--- src/rtl/mc_pkg.sv ---
// rtl/mc_pkg.sv - shared state codes, opcodes and mux encodings for the multicycle controller
package mc_pkg;

  typedef enum logic [3:0] {
    S_FETCH  = 4'd0,
    S_DECODE = 4'd1,
    S_MEMADR = 4'd2,
    S_MEMRD  = 4'd3,
    S_MEMWB  = 4'd4,
    S_MEMWR  = 4'd5,
    S_EXEC   = 4'd6,
    S_ALUWB  = 4'd7,
    S_BRANCH = 4'd8,
    S_JUMP   = 4'd9,
    S_ADDIEX = 4'd10,
    S_ADDIWB = 4'd11,
    S_TRAP   = 4'd12
  } state_t;

  localparam logic [5:0] OP_RTYPE = 6'b000000;
  localparam logic [5:0] OP_LW    = 6'b100011;
  localparam logic [5:0] OP_SW    = 6'b101011;
  localparam logic [5:0] OP_BEQ   = 6'b000100;
  localparam logic [5:0] OP_J     = 6'b000010;
  localparam logic [5:0] OP_ADDI  = 6'b001000;

  // ALU B operand select
  localparam logic [1:0] SRCB_REG     = 2'b00;
  localparam logic [1:0] SRCB_FOUR    = 2'b01;
  localparam logic [1:0] SRCB_IMM     = 2'b10;
  localparam logic [1:0] SRCB_IMM_SL2 = 2'b11;

  // ALU operation class
  localparam logic [1:0] ALUOP_ADD   = 2'b00;
  localparam logic [1:0] ALUOP_SUB   = 2'b01;
  localparam logic [1:0] ALUOP_FUNCT = 2'b10;

  // PC source select; 2'b11 is never driven
  localparam logic [1:0] PCSRC_ALU    = 2'b00;
  localparam logic [1:0] PCSRC_ALUOUT = 2'b01;
  localparam logic [1:0] PCSRC_JUMP   = 2'b10;

  // Instruction class dispatch out of DECODE; unknown opcodes trap
  function automatic state_t decode_next(input logic [5:0] op);
    case (op)
      OP_LW, OP_SW: decode_next = S_MEMADR;
      OP_RTYPE:     decode_next = S_EXEC;
      OP_BEQ:       decode_next = S_BRANCH;
      OP_J:         decode_next = S_JUMP;
      OP_ADDI:      decode_next = S_ADDIEX;
      default:      decode_next = S_TRAP;
    endcase
  endfunction

endpackage

--- src/rtl/mc_out_decode.sv ---
// rtl/mc_out_decode.sv - Moore output decode for the multicycle controller
module mc_out_decode
  import mc_pkg::*;
(
  input  logic [3:0] i_state,
  input  logic       i_mem_ready,
  input  logic       i_rst_n,
  output logic       o_mem_read,
  output logic       o_mem_write,
  output logic       o_iord,
  output logic       o_ir_write,
  output logic       o_pc_write,
  output logic       o_pc_write_cond,
  output logic       o_reg_write,
  output logic       o_reg_dst,
  output logic       o_mem_to_reg,
  output logic       o_alu_src_a,
  output logic [1:0] o_alu_src_b,
  output logic [1:0] o_alu_op,
  output logic [1:0] o_pc_source,
  output logic       o_illegal_op
);

  logic w_mem_read, w_mem_write, w_ir_write, w_pc_write, w_pc_write_cond;
  logic w_reg_write, w_illegal_op;

  // Per-state control values; anything not set for a state stays 0
  always_comb begin
    w_mem_read      = 1'b0;
    w_mem_write     = 1'b0;
    o_iord          = 1'b0;
    w_ir_write      = 1'b0;
    w_pc_write      = 1'b0;
    w_pc_write_cond = 1'b0;
    w_reg_write     = 1'b0;
    o_reg_dst       = 1'b0;
    o_mem_to_reg    = 1'b0;
    o_alu_src_a     = 1'b0;
    o_alu_src_b     = SRCB_REG;
    o_alu_op        = ALUOP_ADD;
    o_pc_source     = PCSRC_ALU;
    w_illegal_op    = 1'b0;
    case (i_state)
      S_FETCH: begin
        w_mem_read  = 1'b1;
        o_alu_src_b = SRCB_FOUR;
        w_ir_write  = i_mem_ready;
        w_pc_write  = i_mem_ready;
      end
      S_DECODE: o_alu_src_b = SRCB_IMM_SL2;
      S_MEMADR, S_ADDIEX: begin
        o_alu_src_a = 1'b1;
        o_alu_src_b = SRCB_IMM;
      end
      S_MEMRD: begin
        w_mem_read = 1'b1;
        o_iord     = 1'b1;
      end
      S_MEMWB: begin
        w_reg_write  = 1'b1;
        o_mem_to_reg = 1'b1;
      end
      S_MEMWR: begin
        w_mem_write = 1'b1;
        o_iord      = 1'b1;
      end
      S_EXEC: begin
        o_alu_src_a = 1'b1;
        o_alu_op    = ALUOP_FUNCT;
      end
      S_ALUWB: begin
        w_reg_write = 1'b1;
        o_reg_dst   = 1'b1;
      end
      S_BRANCH: begin
        o_alu_src_a     = 1'b1;
        o_alu_op        = ALUOP_SUB;
        w_pc_write_cond = 1'b1;
        o_pc_source     = PCSRC_ALUOUT;
      end
      S_JUMP: begin
        w_pc_write  = 1'b1;
        o_pc_source = PCSRC_JUMP;
      end
      S_ADDIWB: w_reg_write = 1'b1;
      S_TRAP:   w_illegal_op = 1'b1;
      default: ;
    endcase
  end

  // Enables are forced low while reset is held so nothing commits mid-reset
  assign o_mem_read      = w_mem_read      & i_rst_n;
  assign o_mem_write     = w_mem_write     & i_rst_n;
  assign o_ir_write      = w_ir_write      & i_rst_n;
  assign o_pc_write      = w_pc_write      & i_rst_n;
  assign o_pc_write_cond = w_pc_write_cond & i_rst_n;
  assign o_reg_write     = w_reg_write     & i_rst_n;
  assign o_illegal_op    = w_illegal_op    & i_rst_n;

endmodule

--- src/rtl/multicycle_control.sv ---
// rtl/multicycle_control.sv - multicycle MIPS-style control FSM top
module multicycle_control
  import mc_pkg::*;
(
  input  logic       clk,
  input  logic       rst_n,
  input  logic [5:0] op,
  input  logic       mem_ready,
  output logic       mem_read,
  output logic       mem_write,
  output logic       iord,
  output logic       ir_write,
  output logic       pc_write,
  output logic       pc_write_cond,
  output logic       reg_write,
  output logic       reg_dst,
  output logic       mem_to_reg,
  output logic       alu_src_a,
  output logic [1:0] alu_src_b,
  output logic [1:0] alu_op,
  output logic [1:0] pc_source,
  output logic       illegal_op,
  output logic [3:0] state
);

  state_t r_state;
  state_t w_next_state;

  // State register; reset abandons any in-flight access and restarts at FETCH
  always_ff @(posedge clk or negedge rst_n) begin
    if (!rst_n) r_state <= S_FETCH;
    else        r_state <= w_next_state;
  end

  // Next-state sequencing; memory states wait on mem_ready
  always_comb begin
    w_next_state = S_FETCH;
    case (r_state)
      S_FETCH:  w_next_state = mem_ready ? S_DECODE : S_FETCH;
      S_DECODE: w_next_state = decode_next(op);
      S_MEMADR: w_next_state = (op == OP_SW) ? S_MEMWR : S_MEMRD;
      S_MEMRD:  w_next_state = mem_ready ? S_MEMWB : S_MEMRD;
      S_MEMWR:  w_next_state = mem_ready ? S_FETCH : S_MEMWR;
      S_EXEC:   w_next_state = S_ALUWB;
      S_ADDIEX: w_next_state = S_ADDIWB;
      default:  w_next_state = S_FETCH;
    endcase
  end

  assign state = r_state;

  mc_out_decode u_out_decode (
    .i_state         (r_state),
    .i_mem_ready     (mem_ready),
    .i_rst_n         (rst_n),
    .o_mem_read      (mem_read),
    .o_mem_write     (mem_write),
    .o_iord          (iord),
    .o_ir_write      (ir_write),
    .o_pc_write      (pc_write),
    .o_pc_write_cond (pc_write_cond),
    .o_reg_write     (reg_write),
    .o_reg_dst       (reg_dst),
    .o_mem_to_reg    (mem_to_reg),
    .o_alu_src_a     (alu_src_a),
    .o_alu_src_b     (alu_src_b),
    .o_alu_op        (alu_op),
    .o_pc_source     (pc_source),
    .o_illegal_op    (illegal_op)
  );

endmodule

--- config.mk ---
export PLATFORM = sky130hd
export DESIGN_NAME = multicycle_control
export DESIGN_NICKNAME = d
export VERILOG_FILES = /design/src/rtl/mc_pkg.sv /design/src/rtl/mc_out_decode.sv /design/src/rtl/multicycle_control.sv
export SDC_FILE = /design/constraint.sdc
export NUM_CORES = 1
export LEC_CHECK = 0
export ABC_AREA = 1
export BUFFER_PORTS_ARGS = -buffer_cell sky130_fd_sc_hd__buf_2
export CORE_AREA = 3 3 40 42
export CTS_CLUSTER_DIAMETER = 40
export DETAILED_ROUTE_END_ITERATION = 6
export DIE_AREA = 0 0 43 45
export PLACE_DENSITY_LB_ADDON = 0.15
export SYNTH_ARGS = -nofsm -noshare
export SYNTH_HDL_FRONTEND = slang
export SYNTH_SLANG_ARGS = --single-unit
--- constraint.sdc ---
create_clock -name clk -period 2.9 [get_ports clk]
set_input_delay 0.58 -clock clk [delete_from_list [all_inputs] [get_ports clk]]
set_output_delay 0.58 -clock clk [all_outputs]
set_load 0.03 [all_outputs]
==> impl_metrics.env <==
export IMPL_crit_path_start="state[1]"
export IMPL_cts_setup_buffers=0
export IMPL_finalPower_uw=812
export IMPL_die_w_um=43
export IMPL_clock_skew_ns=0.000142
export IMPL_synth_cell_type_count=23
export IMPL_path_buf_inv=2
export IMPL_yosys_area_top_type="dfrtp_1"
export IMPL_synth_top_cell_area_share_pct=18.7
export IMPL_cp_required_ns=2.32
export IMPL_grt_pass1_vias=567
export IMPL_postSynthCellCount=89
export IMPL_fin_crit_sh_pct=69.1
export IMPL_place_gp_congestion=0.832
export IMPL_die_height_um=45
export IMPL_io_buffers=29
export IMPL_initialDrtViolationCount=7
export IMPL_avgSynthCellArea_um2=6.00
export IMPL_outcome="completed"
export IMPL_setup_tns_ns=0
export IMPL_final_cell_mix="29 x buf_2, 16 x nand2_1, 16 x nor2_1"
export IMPL_die_area_um2=1940
export IMPL_setup_violations_final=0
export IMPL_synth_area_leaders="dfrtp_1 19%, nand2_1 11%, nor2_1 11%"
export IMPL_dr_total_vias=647
export IMPL_clock_path_buffers=2
export IMPL_crit_type="reg2out"
export IMPL_cts_resized=0
export IMPL_track_usage_pct=15.1
export IMPL_fin_cells=135
export IMPL_vdd_ir_drop_worst_mv=0.301
export IMPL_netlist_area_um2=534
export IMPL_htree_levels=1
export IMPL_clk_pin_slew_ns=0.03
export IMPL_synth_nets=98
export IMPL_crit_top_cell="nor2_1"
export IMPL_core_area_um2=1280
export IMPL_initial_core_util_pct=41.6
export IMPL_io_pins=30
export IMPL_synth_seq_area_share_pct=18.7
export IMPL_timing_rr_start="state[3]"
export IMPL_numCtsBuffers=3
export IMPL_worstSkewPairLatency_ns=0.23
export IMPL_maxCapViolCount=0
export IMPL_grt_max_degree=8
export IMPL_grt_ovfl_total=0
export IMPL_grt_setup_unrepaired="false"
export IMPL_final_layout_size_suffix_gt1_share_pct=47.5
export IMPL_cp_top_family="flip-flops"
export IMPL_dp_cells=132
export IMPL_cp_slowest_cell="dfrtp_1"
export IMPL_dpl_cell_area_um2=691
export IMPL_grt_pass1_wl_mm=2.28
export IMPL_hold_buffers=0
export IMPL_cts_root_buffer="clkbuf_4"
export IMPL_num_antenna_cells=0
export IMPL_firstDrtPassIters=5
export IMPL_final_area_um2=713
export IMPL_nNetsFinal=131
export IMPL_drc=0
export IMPL_powerDensity_nw_per_um2=1140
export IMPL_ys_ff_latch=4
export IMPL_largest_register_ff_count=4
export IMPL_cp_arrival_ns=1.42
export IMPL_cp_end_kind="output pin"
export IMPL_max_stage_delay_ns=0.45
export IMPL_crit_path_start_kind="flip-flop"
export IMPL_crit_fanout=6
export IMPL_hold_viol=0
export IMPL_dp_hpwl_mm=1.16
export IMPL_layout_commonest_cell="buf_2"
export IMPL_cts_sinks=4
export IMPL_rows=13
export IMPL_syn_to_final_growth_pct=33.5
export IMPL_avgViaCountPerCell=4.79
export IMPL_totalWireLength_mm=1.35
export IMPL_antenna_found_initial=0
export IMPL_worst_slew_pin_slew_ns=0.249
export IMPL_relSlewSlack_pct=83.4
export IMPL_hold_path_class="in2async"
export IMPL_cts_tree="built"
export IMPL_wl_per_cell_um=9.97
export IMPL_slew_violations=0
export IMPL_max_freq_mhz=499
export IMPL_finalCriticalPeriod_ns=2.00
export IMPL_synth_warnings=0
export IMPL_worstPathCellList="nor2_1 > inv_2 > nor2_1 > a31oi_1 > nor2_1 > buf_2"
export IMPL_ant_nets=0
export IMPL_power_leakage_uw=0.000430
## through the flow
| step | util [%] | setup WS (ns) | hold WS [ns] |
|---|---|---|---|
| floorplan | - | 0.555 | 0.284 |
| global placement | 53.7 | 1.03 | 0.395 |
| detailed placement | 53.7 | 1.01 | 0.398 |
| CTS | 55.5 | 0.892 | 0.157 |
| global route | 55.5 | 0.794 | 0.152 |
| finish | 55.5 | 0.897 | 0.160 |
## metal layers
layer	vias to the layer above	GRT usage [%]	part of all wire [%]
li1	345	-	-
met1	282	18.7	42
met2	20	26.9	52
met3	0	2.39	6.1
met4	0	4.82	0
met5	-	0	0
## cell type report
class	instances	area [um2]
fillers	136	572
repair buffers	29	145
well taps	15	18.8
clock buffers	3	22.5
flip-flops and latches	4	100
inverters	16	60.1
multi-input cells	68	367
## report_power, final
group / leakage (uW) / switching, uW / total, uW / internal [uW]
Sequential: 0.0000529 / 44.8 / 126 / 81.1
Combinational: 0.000364 / 448 / 621 / 173
Clock: 0.0000138 / 19.2 / 65.2 / 46.0
Total: 0.000430 / 512 / 812 / 300
## final timing paths
kind / cells past startpoint / to / slack (ns)
setup / recovery: 6 / reg_write / 0.90
hold / removal: 1 / state[0] / 0.16
setup reg to reg: 5 / state[0] / 1.73
hold reg to reg: 3 / state[3] / 0.70
max in group asynchronous: 1 / state[2] / 2.61
min in group clk: 3 / state[3] / 0.70
## logic make-up after synthesis
logic type	synth area share, %
AND/OR/NAND/NOR	57.4
buffers and inverters	12.6
AO/OA/AOI/OAI	11.2
flip-flops	18.7
## cell usage after synthesis
| master | instances |
|---|---|
| a21oi_1 | 1 |
| nand4_1 | 1 |
| clkinv_1 | 1 |
| o22ai_1 | 1 |
| nand2_1 | 16 |
| dfrtp_1 | 4 |
| nor3_2 | 1 |
| nor3_1 | 1 |
| buf_4 | 1 |
| o22ai_2 | 1 |
| nand3_1 | 10 |
| nor2_4 | 3 |
| inv_2 | 6 |
| inv_1 | 9 |
| nand3_2 | 1 |
| o21ai_2 | 2 |
| nand2_2 | 5 |
| nor2_1 | 16 |
| or2_4 | 1 |
| nor2_2 | 5 |
| a31oi_1 | 1 |
| a211oi_1 | 1 |
| o21ai_1 | 1 |
Power figures use the tool's default switching activity.
